## config.mk

```make
export PLATFORM = sky130hd
export DESIGN_NAME = tsmp_decap_dispatch_mc
export DESIGN_NICKNAME = d
export VERILOG_FILES = /design/src/rtl/tsmp_decap_dispatch_mc.sv
export SDC_FILE = /design/constraint.sdc
export NUM_CORES = 1
export LEC_CHECK = 0
export ABC_AREA = 1
export BUFFER_PORTS_ARGS = -buffer_cell sky130_fd_sc_hd__buf_2
export CAP_MARGIN = 10
export CORE_ASPECT_RATIO = 1.75
export CORE_MARGIN = 2
export CORE_UTILIZATION = 50
export CTS_BUF_LIST = sky130_fd_sc_hd__clkbuf_16
export DETAILED_ROUTE_END_ITERATION = 8
export PLACE_DENSITY_LB_ADDON = 0.12
export SLEW_MARGIN = 20
export SYNTH_ARGS = -nofsm -noshare
export SYNTH_HDL_FRONTEND = slang
export SYNTH_SLANG_ARGS = --single-unit
```

## constraint.sdc

```tcl
create_clock -name i_clk -period 5.13 [get_ports i_clk]
set_input_delay 0.7695 -clock i_clk [delete_from_list [all_inputs] [get_ports i_clk]]
set_output_delay 0.7695 -clock i_clk [all_outputs]
set_load 0.005 [all_outputs]
```

## src/rtl/tsmp_decap_dispatch_mc.sv

```systemverilog
// TSMP decapsulate/dispatch stage, multi-channel variant.
// Strips the header, steers payload by subtype, patches PTP time fields.
module tsmp_decap_dispatch_mc #(
    parameter int          NUM_CH      = 4,
    parameter int          HDR_LEN     = 16,
    parameter int          SUBTYPE_OFS = 14,
    parameter int          DESC_W      = 35,
    parameter logic [15:0] PTP_DESC    = 16'hff01,
    parameter logic [7:0]  PTP_SUBTYPE = 8'h05,
    parameter int          TT_OFS      = 3,
    parameter int          GT_OFS      = 52,
    parameter int          TIMER_MAX   = 499999,
    parameter int          TT_W        = 19,
    parameter int          MAC_CH      = 0
) (
    input  logic                  i_clk,
    input  logic                  i_rst_n,
    input  logic                  i_timer_rst,
    input  logic [47:0]           iv_syned_global_time,
    input  logic [8:0]            iv_data,
    input  logic [DESC_W-1:0]     iv_descriptor,
    input  logic                  i_data_wr,
    input  logic [NUM_CH*8-1:0]   iv_ch_subtype,
    input  logic [NUM_CH-1:0]     iv_ch_en,
    output logic [8:0]            ov_data,
    output logic [NUM_CH-1:0]     ov_data_wr,
    output logic [47:0]           ov_dmac,
    output logic [47:0]           ov_smac,
    output logic                  o_mac_valid,
    output logic [15:0]           ov_runt_cnt,
    output logic [15:0]           ov_nomatch_cnt
);

    localparam int HC_W = $clog2(HDR_LEN + 1);
    localparam int CH_W = (NUM_CH > 1) ? $clog2(NUM_CH) : 1;
    localparam int TT_HI = (TT_W > 16) ? TT_W - 16 : 0;
    localparam logic [7:0] TT_MASK = 8'hFF << TT_HI;

    typedef enum logic [1:0] {S_IDLE, S_HDR, S_FWD, S_DROP} state_t;

    state_t            r_state;
    state_t            w_next;
    logic [HC_W-1:0]   r_hcnt;
    logic [47:0]       r_dmac;
    logic [47:0]       r_smac;
    logic [7:0]        r_subtype;
    logic              r_match;
    logic [CH_W-1:0]   r_ch;
    logic [TT_W-1:0]   r_timer;
    logic [TT_W-1:0]   r_tt;
    logic [47:0]       r_gt;
    logic              r_ptp;
    logic [15:0]       r_pcnt;
    logic              r_pwrap;

    logic              w_hit;
    logic [CH_W-1:0]   w_hit_ch;
    logic              w_at_sub;
    logic              w_match;
    logic [CH_W-1:0]   w_ch;
    logic              w_start;
    logic              w_runt;
    logic              w_enter_fwd;
    logic              w_enter_drop;
    logic              w_first;
    logic              w_ptp_cand;
    logic              w_ptp;
    logic [23:0]       w_tt24;
    logic [47:0]       w_gt;
    logic [2:0]        w_gidx;
    logic [2:0]        w_gsel;
    logic [8:0]        w_out;
    logic              w_unused;

    assign w_unused = ^iv_descriptor;

    // Subtype table lookup: lowest enabled channel wins
    always_comb begin
        w_hit    = 1'b0;
        w_hit_ch = '0;
        for (int k = NUM_CH - 1; k >= 0; k--) begin
            if (iv_ch_en[k] && (iv_ch_subtype[8*k +: 8] == iv_data[7:0])) begin
                w_hit    = 1'b1;
                w_hit_ch = CH_W'(k);
            end
        end
    end

    assign w_at_sub = (r_hcnt == HC_W'(SUBTYPE_OFS));
    assign w_match  = w_at_sub ? w_hit : r_match;
    assign w_ch     = w_at_sub ? w_hit_ch : r_ch;

    // Frame FSM next-state and transition strobes
    always_comb begin
        w_next       = r_state;
        w_start      = 1'b0;
        w_runt       = 1'b0;
        w_enter_fwd  = 1'b0;
        w_enter_drop = 1'b0;
        unique case (r_state)
            S_IDLE: begin
                if (i_data_wr && iv_data[8]) begin
                    w_next  = S_HDR;
                    w_start = 1'b1;
                end
            end
            S_HDR: begin
                if (i_data_wr) begin
                    if (iv_data[8]) begin
                        w_next = S_IDLE;
                        w_runt = 1'b1;
                    end else if (r_hcnt == HC_W'(HDR_LEN - 1)) begin
                        if (w_match) begin
                            w_next      = S_FWD;
                            w_enter_fwd = 1'b1;
                        end else begin
                            w_next       = S_DROP;
                            w_enter_drop = 1'b1;
                        end
                    end
                end
            end
            S_FWD, S_DROP: begin
                if (i_data_wr && iv_data[8]) w_next = S_IDLE;
            end
            default: w_next = S_IDLE;
        endcase
    end

    // State register
    always_ff @(posedge i_clk or negedge i_rst_n) begin
        if (!i_rst_n) r_state <= S_IDLE;
        else          r_state <= w_next;
    end

    // Header capture: MACs, subtype and channel decision
    always_ff @(posedge i_clk or negedge i_rst_n) begin
        if (!i_rst_n) begin
            r_hcnt    <= '0;
            r_dmac    <= '0;
            r_smac    <= '0;
            r_subtype <= '0;
            r_match   <= 1'b0;
            r_ch      <= '0;
        end else if (w_start) begin
            r_hcnt  <= HC_W'(1);
            r_dmac  <= {r_dmac[39:0], iv_data[7:0]};
            r_match <= 1'b0;
        end else if (r_state == S_HDR && i_data_wr) begin
            r_hcnt <= r_hcnt + 1'b1;
            if (r_hcnt < HC_W'(6))
                r_dmac <= {r_dmac[39:0], iv_data[7:0]};
            else if (r_hcnt < HC_W'(12))
                r_smac <= {r_smac[39:0], iv_data[7:0]};
            if (w_at_sub) begin
                r_subtype <= iv_data[7:0];
                r_match   <= w_hit;
                r_ch      <= w_hit_ch;
            end
        end
    end

    // Free-running transmit timer; synchronous clear wins over wrap
    always_ff @(posedge i_clk or negedge i_rst_n) begin
        if (!i_rst_n)                           r_timer <= '0;
        else if (i_timer_rst)                   r_timer <= '0;
        else if (r_timer == TT_W'(TIMER_MAX))   r_timer <= '0;
        else                                    r_timer <= r_timer + 1'b1;
    end

    assign w_first    = (r_pcnt == 16'd0) && !r_pwrap;
    assign w_ptp_cand = (r_subtype == PTP_SUBTYPE) &&
                        (iv_descriptor[15:0] == PTP_DESC);
    assign w_ptp      = !r_pwrap && (w_first ? w_ptp_cand : r_ptp);
    assign w_tt24     = 24'(w_first ? r_timer : r_tt);
    assign w_gt       = w_first ? iv_syned_global_time : r_gt;
    assign w_gidx     = 3'(r_pcnt - 16'(GT_OFS));
    assign w_gsel     = 3'd5 - w_gidx;

    // Payload byte with boundary flag and PTP field patching
    always_comb begin
        w_out = {iv_data[8] | w_first, iv_data[7:0]};
        unique case (1'b1)
            w_ptp && (r_pcnt == 16'(TT_OFS)):
                w_out[7:0] = (iv_data[7:0] & TT_MASK) | w_tt24[23:16];
            w_ptp && (r_pcnt == 16'(TT_OFS + 1)):
                w_out[7:0] = w_tt24[15:8];
            w_ptp && (r_pcnt == 16'(TT_OFS + 2)):
                w_out[7:0] = w_tt24[7:0];
            w_ptp && (r_pcnt >= 16'(GT_OFS)) && (r_pcnt < 16'(GT_OFS + 6)):
                w_out[7:0] = w_gt[{w_gsel, 3'b000} +: 8];
            default: ;
        endcase
    end

    // Payload forwarding, PTP latch and MAC publication
    always_ff @(posedge i_clk or negedge i_rst_n) begin
        if (!i_rst_n) begin
            ov_data     <= '0;
            ov_data_wr  <= '0;
            ov_dmac     <= '0;
            ov_smac     <= '0;
            o_mac_valid <= 1'b0;
            r_pcnt      <= '0;
            r_pwrap     <= 1'b0;
            r_ptp       <= 1'b0;
            r_tt        <= '0;
            r_gt        <= '0;
        end else begin
            ov_data_wr  <= '0;
            o_mac_valid <= 1'b0;
            if (w_enter_fwd) begin
                r_pcnt  <= '0;
                r_pwrap <= 1'b0;
                if (w_ch == CH_W'(MAC_CH)) begin
                    ov_dmac     <= r_dmac;
                    ov_smac     <= r_smac;
                    o_mac_valid <= 1'b1;
                end
            end
            if (r_state == S_FWD && i_data_wr) begin
                ov_data    <= w_out;
                ov_data_wr <= NUM_CH'(1) << r_ch;
                r_pcnt     <= r_pcnt + 16'd1;
                if (r_pcnt == 16'hFFFF) r_pwrap <= 1'b1;
                if (w_first) begin
                    r_ptp <= w_ptp_cand;
                    r_tt  <= r_timer;
                    r_gt  <= iv_syned_global_time;
                end
            end
        end
    end

    // Saturating drop counters
    always_ff @(posedge i_clk or negedge i_rst_n) begin
        if (!i_rst_n) begin
            ov_runt_cnt    <= '0;
            ov_nomatch_cnt <= '0;
        end else begin
            if (w_runt && ov_runt_cnt != 16'hFFFF)
                ov_runt_cnt <= ov_runt_cnt + 16'd1;
            if (w_enter_drop && ov_nomatch_cnt != 16'hFFFF)
                ov_nomatch_cnt <= ov_nomatch_cnt + 16'd1;
        end
    end

endmodule

```

==> metrics.txt <==
status=finished, final reports clean; via/cell ratio=5.19; synthesized net count=2097; fin util=58.3%; main combinational cell family by area after synthesis=simple AND/OR/NAND/NOR gates; Post-Syn Area=16900 µm²; Mean Syn Cell Area=8.64 µm²; Synth Area in Adders=0.741%; leading area contributor after synthesis=dfrtp_1; total global-route track usage=23.8%; worst skew pair latency=0.54 ns; final clock skew=0.0119 ns; Cell Pwr Density=374 nW/µm²; Synth area leaders=dfrtp_1 53%, nand2_1 14%, mux2_2 5.5%, nand3_1 5.5%, o21ai_0 3.6%; crit path DAT=3.76 ns; final std cells w/o fill=2656; metal3 WL=2.15 mm; LEAKAGE=10.1 nW; Die Y-Extent=247 µm; sequential element share of the synthesized area=53.3%; Max Cap Viol=0; Syn. warnings=0; Yosys reg bits=360; Max VDD drop=281 µV; share of layout cells above drive strength 1=20.1%; Highest Clock Rate=0.304 GHz; DRC viols=0; core area=33500 µm²; Critical Path Max Stage Delay=0.99 ns; Reg2Reg Setup Slack=1.84 ns; Critical Path Sink Type=flop; Crit Path Class=reg -> reg; CP required=5.61 ns; Vias=13777; Worst path slowest cell=dfrtp_1; CTS Hold Bufs=0; drt initial violations=645; CP max FO=25; Row Count=89; fin area=19600 µm²; post-synthesis compound-gate area fraction=5.60%; async set-reset flop share out of synthesis=100%; grt total ovfl=0; Unique masters post-synth=45; die area=35300 µm²; Root Driver=clkbuf_16; critical path launch point type=flop; Placed Cells=2594; worst rel slew slack=30.3%; setup tns final=0 ns; Tmin final=3.29 ns; Reg2Reg Depth=15; Pre-antenna DRT Iters=5; Synth Instances=1955; clock tree buffer depth=3; DR top layer=met5; unrepaired setup endpoints after global routing=false; simple-gate share of the synthesized area=25.7%; CTS tree=yes; Yosys top cell area share=53.3%; final setup violation count=0; Tightest Pin Transition=1.05 ns; endpoints failing hold=0; pin count of the biggest net entering global routing=112; TritonCTS Buffers=34; WL/cell=15.7 µm; worst hold path type=in -> async; Area Growth Syn to Fin=15.8%; Post-synth EDFFs=0; top-count cell post-synth=nand2_1; fin crit share=64.0%; Port-buffer cells=254; Slew Viols, Final=0; DRT antenna net count=0; Post-CTS Setup Inserts=0; # nets final=2317; Final HPWL DP=29.3 mm; Placer Congestion=0.875; global-route wire length before repair=67.3 mm; Post-CTS Resized=0; Metal-1 WL=16.6 mm; I/O pin total=274; pre-CTS setup slack=1.62 ns; Post-DP Area=18500 µm²; post-synthesis mux area share=6.07%; H-tree depth=2; initial core utilization=50.4%; DRT Wirelength=41.7 mm; setup ws final=1.84 ns; Worst-path clk slew=0.07 ns; initial antenna violation count=6; met2 WL=21.1 mm; Synth Area in XOR/XNOR=2.44%; crit path cell chain=inv_1 -> ha_1 -> inv_1 -> nor2_1 -> nand2_1 -> nor2_1 -> nand2_1 -> nand2_1 -> inv_1 -> nand2_1 -> inv_1 -> nand3_1 -> nand3_1 -> nand2_1 -> inv_1; ys flop type=dfrtp_1; die width=143 µm; Clock Sinks=360; number of global-route vias before repair=13102; Post-synth top cells=611 x nand2_1, 360 x dfrtp_1, 186 x nand3_1
## cell usage in the layout (no fill, tap or decap), drive strengths merged
cell type	synthesis	layout
a21oi	33	33
ha	10	10
diode	0	3
xnor2	17	17
nand2	612	612
clkinv	1	13
or4	2	2
nor3	37	37
nor2	144	144
nor3b	2	2
a21boi	1	1
a41oi	1	1
nand3	190	190
bufinv	0	2
mux2	89	89
o21a	1	1
o22ai	3	3
and3	2	2
clkbuf	34	35
a211oi	2	2
dfrtp	360	360
or2	8	8
clkinvlp	0	2
o21ai	131	131
buf	51	269
nor4	5	5
nand3b	3	3
nand4	23	23
o21bai	1	1
a31oi	3	3
o211ai	5	5
xor2	30	30
nor4b	1	1
inv	153	161
## critical path: cells and delay by family, from the launching register on
family / cells / cell delay [ns]
and+or+nand+nor: 9 / 1.15
adders and majority gates: 1 / 0.26
buffers and inverters: 5 / 0.82
DFF: 1 / 0.99
## state kept, by name, summed over array words and instances (netlist names), 4 cells and up
name,cells
ov_data,9
ov_data_wr,4
ov_runt_cnt,16
r_gt,48
r_timer,19
ov_smac,48
r_tt,19
r_hcnt,5
r_smac,48
ov_nomatch_cnt,16
ov_dmac,48
r_subtype,8
r_pcnt,16
r_dmac,48
## layout make-up
| cell class | instances | area, µm² |
|---|---|---|
| tap | 455 | 569 |
| multi-input combinational | 1356 | 6890 |
| timing repair buffer | 269 | 1440 |
| clock inverter | 24 | 185 |
| antenna | 3 | 7.51 |
| fill | 3104 | 14000 |
| inverter | 154 | 578 |
| sequential | 360 | 9010 |
| clock buffer | 35 | 876 |
## metrics by stage
stage	total power, mW	hold slack, ns
3_5_place_dp	4.93	0.453
3_3_place_gp	4.89	0.449
2_1_floorplan	4.44	0.443
4_1_cts	7.39	0.269
5_1_grt	7.70	0.289
6_report	7.30	0.216
## path summary, 6_finish.rpt
path / from / to
min in group i_clk: ov_smac[27] / ov_smac[27]
min: i_rst_n / ov_dmac[33]
max in group asynchronous: i_rst_n / r_gt[34]
max reg2reg: r_pcnt[0] / ov_data[5]
max: r_pcnt[0] / ov_data[5]
min reg2reg: ov_smac[27] / ov_smac[27]
## cell families after synthesis
kind of cell | Yosys count
AOI/OAI and AO/OA | 181
muxes | 89
and+or+nand+nor | 1029
xor gates and xnor gates | 47
buffers and inverters | 239
DFF | 360
adders and majority gates | 10
## report_power, final
| group | switching, mW | internal, mW |
|---|---|---|
| logic | 0.668 | 0.540 |
| clock network | 1.10 | 1.35 |
| registers | 0.382 | 3.27 |
| total | 2.15 | 5.16 |
## per-layer routing
layer | global-route usage [%] | vias up
met2 | 41.2 | 356
met1 | 28.8 | 6563
met3 | 4.42 | 91
li1 | - | 6759
met5 | 0 | -
met4 | 10.4 | 8
No activity file was read; power rests on OpenSTA's default activity.
